--- src/rtl/stepper_step_gen.sv ---
// -----------------------------------------------------------------------------
// stepper_step_gen
//
// Step/direction pulse generator for a stepper-motor driver. Takes the
// enable, direction and step-period outputs of the current regulator and
// turns them into a step pulse train. The generator provides:
//   - a direction setup time before the first step and after every reversal
//   - a minimum step period (clamp)
//   - soft position limits
//   - a signed step-position count
//
// Ports:
//   clk        in   system clock
//   rst        in   asynchronous reset, active-low
//   drv_en     in   stepping enable
//   dir        in   requested direction (1 = positive / increment)
//   period     in   requested step period in clk cycles (0 = stop)
//   pos_min    in   signed lower soft limit
//   pos_max    in   signed upper soft limit
//   pos_clr    in   synchronous position clear (wins over a step update)
//   step       out  step pulse to the motor driver
//   dir_out    out  direction line to the motor driver
//   en_out     out  driver enable (drv_en delayed by one cycle)
//   position   out  signed step count, wraps modulo 2^POS_W
//   at_limit   out  a step was inhibited by a soft limit
//   busy       out  state machine is not idle
//   state_dbg  out  current FSM state, for observation only
//
// There is no valid/ready handshake on this block. Its inputs are levels,
// and they are sampled at the state boundaries described below.
// -----------------------------------------------------------------------------
module stepper_step_gen #(
    parameter int WIDTH_TX   = 16,
    parameter int POS_W      = 32,
    parameter int PULSE_W    = 50,
    parameter int DIR_SETUP  = 100,
    parameter int MIN_PERIOD = 200
) (
    input  logic                    clk,
    input  logic                    rst,
    input  logic                    drv_en,
    input  logic                    dir,
    input  logic [2*WIDTH_TX-1:0]   period,
    input  logic signed [POS_W-1:0] pos_min,
    input  logic signed [POS_W-1:0] pos_max,
    input  logic                    pos_clr,
    output logic                    step,
    output logic                    dir_out,
    output logic                    en_out,
    output logic signed [POS_W-1:0] position,
    output logic                    at_limit,
    output logic                    busy,
    output logic [1:0]              state_dbg
);

    localparam int CW = 2 * WIDTH_TX;

    localparam logic [1:0] ST_IDLE  = 2'd0;
    localparam logic [1:0] ST_SETUP = 2'd1;
    localparam logic [1:0] ST_HIGH  = 2'd2;
    localparam logic [1:0] ST_LOW   = 2'd3;

    // Each counter is loaded with (length - 1). The state ends on the cycle
    // the counter reads zero, so every state lasts exactly its length.
    localparam logic [CW-1:0] SETUP_LD = CW'(DIR_SETUP - 1);
    localparam logic [CW-1:0] PULSE_LD = CW'(PULSE_W - 1);
    localparam logic [CW-1:0] LOW_ADJ  = CW'(PULSE_W + 1);
    localparam logic [CW-1:0] MIN_P    = CW'(MIN_PERIOD);

    logic [1:0]    state;
    logic [1:0]    state_nx;
    logic [CW-1:0] cnt;
    logic [CW-1:0] cnt_nx;
    logic [CW-1:0] eff_sh;     // period of the step in progress
    logic [CW-1:0] eff_next;   // clamped request, captured at step start

    logic          blocked;
    logic          enter_high;
    logic          load_dir;
    logic          limit_set;

    assign eff_next = (period < MIN_P) ? MIN_P : period;

    // The limit is judged against the requested direction, so the check
    // refers to the direction the next step would actually take.
    assign blocked = (dir  && (position >= pos_max)) ||
                     (!dir && (position <= pos_min));

    assign busy      = (state != ST_IDLE);
    assign state_dbg = state;

    // -------------------------------------------------------------------------
    // Next-state logic
    // -------------------------------------------------------------------------
    always_comb begin
        state_nx   = state;
        cnt_nx     = cnt;
        enter_high = 1'b0;
        load_dir   = 1'b0;
        limit_set  = 1'b0;

        case (state)
            ST_IDLE: begin
                if (drv_en && (period != '0)) begin
                    if (blocked) begin
                        limit_set = 1'b1;
                    end else begin
                        state_nx = ST_SETUP;
                        cnt_nx   = SETUP_LD;
                        load_dir = 1'b1;
                    end
                end
            end

            ST_SETUP: begin
                // No pulse has started yet, so an enable drop aborts
                // at once.
                if (!drv_en) begin
                    state_nx = ST_IDLE;
                    cnt_nx   = '0;
                end else if (cnt == '0) begin
                    state_nx   = ST_HIGH;
                    cnt_nx     = PULSE_LD;
                    enter_high = 1'b1;
                end else begin
                    cnt_nx = cnt - 1'b1;
                end
            end

            ST_HIGH: begin
                if (cnt == '0) begin
                    state_nx = ST_LOW;
                    cnt_nx   = eff_sh - LOW_ADJ;
                end else begin
                    cnt_nx = cnt - 1'b1;
                end
            end

            ST_LOW: begin
                if (cnt == '0) begin
                    if (!drv_en || (period == '0)) begin
                        state_nx = ST_IDLE;
                    end else if (dir != dir_out) begin
                        state_nx = ST_SETUP;
                        cnt_nx   = SETUP_LD;
                        load_dir = 1'b1;
                    end else if (blocked) begin
                        state_nx  = ST_IDLE;
                        limit_set = 1'b1;
                    end else begin
                        state_nx   = ST_HIGH;
                        cnt_nx     = PULSE_LD;
                        enter_high = 1'b1;
                    end
                end else begin
                    cnt_nx = cnt - 1'b1;
                end
            end

            default: begin
                state_nx = ST_IDLE;
                cnt_nx   = '0;
            end
        endcase
    end

    // -------------------------------------------------------------------------
    // State, counter and outputs
    // -------------------------------------------------------------------------
    always_ff @(posedge clk or negedge rst) begin
        if (!rst) begin
            state    <= ST_IDLE;
            cnt      <= '0;
            eff_sh   <= '0;
            step     <= 1'b0;
            dir_out  <= 1'b0;
            en_out   <= 1'b0;
            position <= '0;
            at_limit <= 1'b0;
        end else begin
            state  <= state_nx;
            cnt    <= cnt_nx;
            en_out <= drv_en;

            // The step output is registered from the next state, so it is
            // glitch-free and rises on the same edge that enters HIGH.
            step <= (state_nx == ST_HIGH);

            if (load_dir) begin
                dir_out <= dir;
            end

            if (enter_high) begin
                eff_sh <= eff_next;
            end

            if (enter_high) begin
                at_limit <= 1'b0;
            end else if (limit_set) begin
                at_limit <= 1'b1;
            end

            if (pos_clr) begin
                position <= '0;
            end else if (enter_high) begin
                if (dir_out) begin
                    position <= position + POS_W'(1);
                end else begin
                    position <= position - POS_W'(1);
                end
            end
        end
    end

endmodule

--- config.mk ---
export PLATFORM = sky130hd
export DESIGN_NAME = stepper_step_gen
export DESIGN_NICKNAME = d
export VERILOG_FILES = /design/src/rtl/stepper_step_gen.sv
export SDC_FILE = /design/constraint.sdc
export NUM_CORES = 1
export LEC_CHECK = 0
export CORE_MARGIN = 5
export CORE_UTILIZATION = 50
export DETAILED_ROUTE_END_ITERATION = 8
export PLACE_DENSITY = 0.81
export SLEW_MARGIN = 20
export SYNTH_ARGS = -nofsm -noshare
export SYNTH_HDL_FRONTEND = slang
export SYNTH_SLANG_ARGS = --single-unit
export TNS_END_PERCENT = 30
--- constraint.sdc ---
create_clock -name clk -period 4.9 [get_ports clk]
set_clock_uncertainty 0.1 [all_clocks]
set_input_delay 0.98 -clock clk [delete_from_list [all_inputs] [get_ports clk]]
set_output_delay 0.98 -clock clk [all_outputs]
set_load 0.02 [all_outputs]
==> out/summary.txt <==
fraction of layout cells with a size suffix above 1 = 0.0691
cell taking the most area after synthesis = dfrtp_1
Post-Syn Nets = 1,310
Final Worst Setup Slack = 0.608 ns
dpl hpwl = 21,200 um
Initial Util = 0.508
DRC marker count from the first detailed-route iteration = 860
grt total ovfl = 0
total vias in the final route = 8,909
run status = finished clean
Pint = 0.00245 W
Post-synth EDFFs = 0
core area = 18,000 um2
max_slew headroom = 0.415
P_sw = 0.00206 W
GPL Wtd Cong = 0.915
Min-Delay Path Class = reg -> reg
Final setup viols = 0
PortBufs = 139
IO Count = 140
wirelength, routed = 27,400 um
Post-CTS Setup Inserts = 0
R2R cell count = 11
Post-Syn Area = 9120 um2
reg-to-reg endpoint = position[30]
largest net degree at the start of global routing = 42
Final Hold Fails = 0
CTS tree = done
worst hold start = cnt[28]
register bit count reported by yosys = 102
switching share of power = 0.456
CP Class = in -> reg
htree depth = 3
Remaining DRCs = 0
Worst Path Arrival = 4.44 ns
worst-margin pin slew = 0.870 ns
row count = 49
Die Ht = 145 um
origin of the critical flop-to-flop path = dir_out
fin crit share = 0.876
Max IR drop VDD = 0.000359 V
worst slack at placement = 0.318 ns
overall die width = 145 um
Sink Count = 102
WP data required = 5.05 ns
antenna violations before repair = 0
Longest Clk Path Bufs = 2
Vias/cell = 6.05
fillers = 1,509
type of origin of the critical path = primary input
Area Growth Syn to Fin = 21.8%
clock transition time at the flip-flop clock pins of the worst setup and hold paths = 0.08 ns
CP endpoint = cnt[16]
Synth area leaders = dfrtp_1 28%, ha_1 14%, o21ai_0 6.1%
post-route ant nets = 0
area share of the largest cell type after synthesis = 0.280
WL/cell = 18.6 um
first-pass GRT wire length = 44,900 um
worst-skew pair later-pin latency = 0.36 ns
reg-to-reg slack, setup = 0.90 ns
fin crit period = 4.29 ns
library cells used by synthesis = 82
YS warnings = 0
Final Net Count = 1,442
clock root cell = clkbuf_16
CP startpoint = pos_max[14]
area occupied by multi-input gates = 6070 um2
Clock power frac = 0.170
RSZ-0062 raised after global routing = false
setup_tns = 0 ns
sequential area share after synthesis = 0.280
syn avg cell area = 8.24 um2
Fmax achieved = 233 MHz
power density over cell area = 406 nW/um2
max-capacitance violation count = 0
Synth Instances = 1,107
LEAKAGE = 5.25 nW
total track usage = 0.255
DIE AREA = 21,000 um2
CP Capture Type = register
number of global-route vias before repair = 8,657
hold_buf cts = 0
Comb pwr share = 0.553
Seq pwr share = 0.278
Top FF cell, synth = dfrtp_1
CTS resizes = 0
max-slew violations = 0
total power = 0.00451 W
FF/Latch Area = 2550 um2
fraction of registers with async set/reset = 1.00
commonest non-fill, non-tap cell in the layout = clkdlybuf4s50_1
most frequent cells in the layout = 138 x clkdlybuf4s50_1, 111 x o21ai_0, 106 x a21oi_1
antenna diode count = 0
worst-path maximum fanout = 20
CTS buffer count = 9
DR pass1 iterations = 6
==> sequential cells by signal, indices dropped and copies added, names as in the netlist <==
| register | cells |
|---|---|
| at_limit | 1 |
| cnt | 32 |
| dir_out | 1 |
| eff_sh | 32 |
| en_out | 1 |
| position | 32 |
| state_dbg | 2 |
| step | 1 |
==> power groups by stage <==
stage	Clock, W	Sequential, W	Combinational [W]
2_1_floorplan	0	0.00122	0.00175
3_3_place_gp	0	0.00125	0.00239
3_5_place_dp	0	0.00126	0.00243
4_1_cts	0.000770	0.00125	0.00245
5_1_grt	0.000805	0.00128	0.00276
6_report	0.000765	0.00125	0.00249
==> final cells by class <==
cell class | instances | area share
timing repair buffer | 160 | 0.141
sequential | 102 | 0.230
multi-input combinational | 881 | 0.547
clock buffer | 11 | 0.0218
tap | 229 | 0.0258
inverter | 85 | 0.0287
clock inverter | 5 | 0.00574
==> synth_stat cells (5+ instances only) <==
| master | number |
|---|---|
| o21ai_1 | 12 |
| mux2_2 | 14 |
| xnor2_1 | 30 |
| ha_1 | 101 |
| nor3b_1 | 5 |
| o21ai_0 | 111 |
| o21a_1 | 7 |
| or2_2 | 6 |
| a21oi_1 | 106 |
| nor2b_1 | 12 |
| xor2_1 | 22 |
| nand2b_1 | 14 |
| nand2_1 | 71 |
| o31a_1 | 5 |
| inv_1 | 85 |
| clkbuf_1 | 23 |
| mux2_4 | 13 |
| a211oi_1 | 5 |
| a31oi_1 | 11 |
| buf_2 | 7 |
| a21o_1 | 16 |
| nand3_1 | 55 |
| and4_1 | 6 |
| o211ai_1 | 14 |
| nor2_1 | 72 |
| or3_1 | 10 |
| and3_1 | 8 |
| nor4_1 | 15 |
| nand3b_1 | 5 |
| nor3_1 | 36 |
| dfrtp_1 | 102 |
| nand4_1 | 22 |
==> metal layers <==
layer | vias up | GRT usage | part of all wire
li1 | 4325 | - | -
met1 | 4166 | 0.349 | 0.44
met2 | 374 | 0.411 | 0.46
met3 | 44 | 0.0427 | 0.071
met4 | 0 | 0.0905 | 0.026
met5 | - | 0 | 0
==> cells by family after synthesis <==
| kind of cell | after synthesis | synth area share |
|---|---|---|
| AO/OA/AOI/OAI | 334 | 0.219 |
| XOR/XNOR | 52 | 0.0499 |
| adder cells (fa/ha/maj) | 102 | 0.141 |
| buffers and inverters | 124 | 0.0558 |
| flip-flops | 102 | 0.280 |
| multiplexers | 31 | 0.0431 |
| AND/OR/NAND/NOR | 362 | 0.212 |
==> critical path, stage by stage <==
cell,delay (ns)
clkdlybuf4s50_1,0.46
inv_1,0.04
ha_1,0.30
nand4_1,0.18
nor4_1,0.39
nand2_1,0.17
o21ai_0,0.40
nor2_1,0.13
mux2_2,0.37
o32ai_4,0.46
buf_4,0.31
mux2i_1,0.20
nand2_1,0.06
==> stage by stage <==
step           std cells  hold slack [ns]   util  cell area [um2]
2_1_floorplan       1107            0.369      -             9120
3_3_place_gp        1457            0.399  0.601            10800
3_5_place_dp        1457            0.391  0.601            10800
4_1_cts             1473            0.409  0.619            11100
5_1_grt             1473            0.435  0.619            11100
6_report            1473            0.411  0.619            11100
==> worst min-delay path by stage <==
| stage | end | slack (ns) | cells past startpoint |
|---|---|---|---|
| after floorplan | cnt[20] | 0.37 | 2 |
| after global placement | cnt[17] | 0.40 | 2 |
| after detailed placement | cnt[28] | 0.39 | 1 |
| after CTS | cnt[28] | 0.41 | 1 |
| after global routing | cnt[17] | 0.44 | 2 |
| final | cnt[28] | 0.41 | 1 |
(Power assumes the default switching activity.)
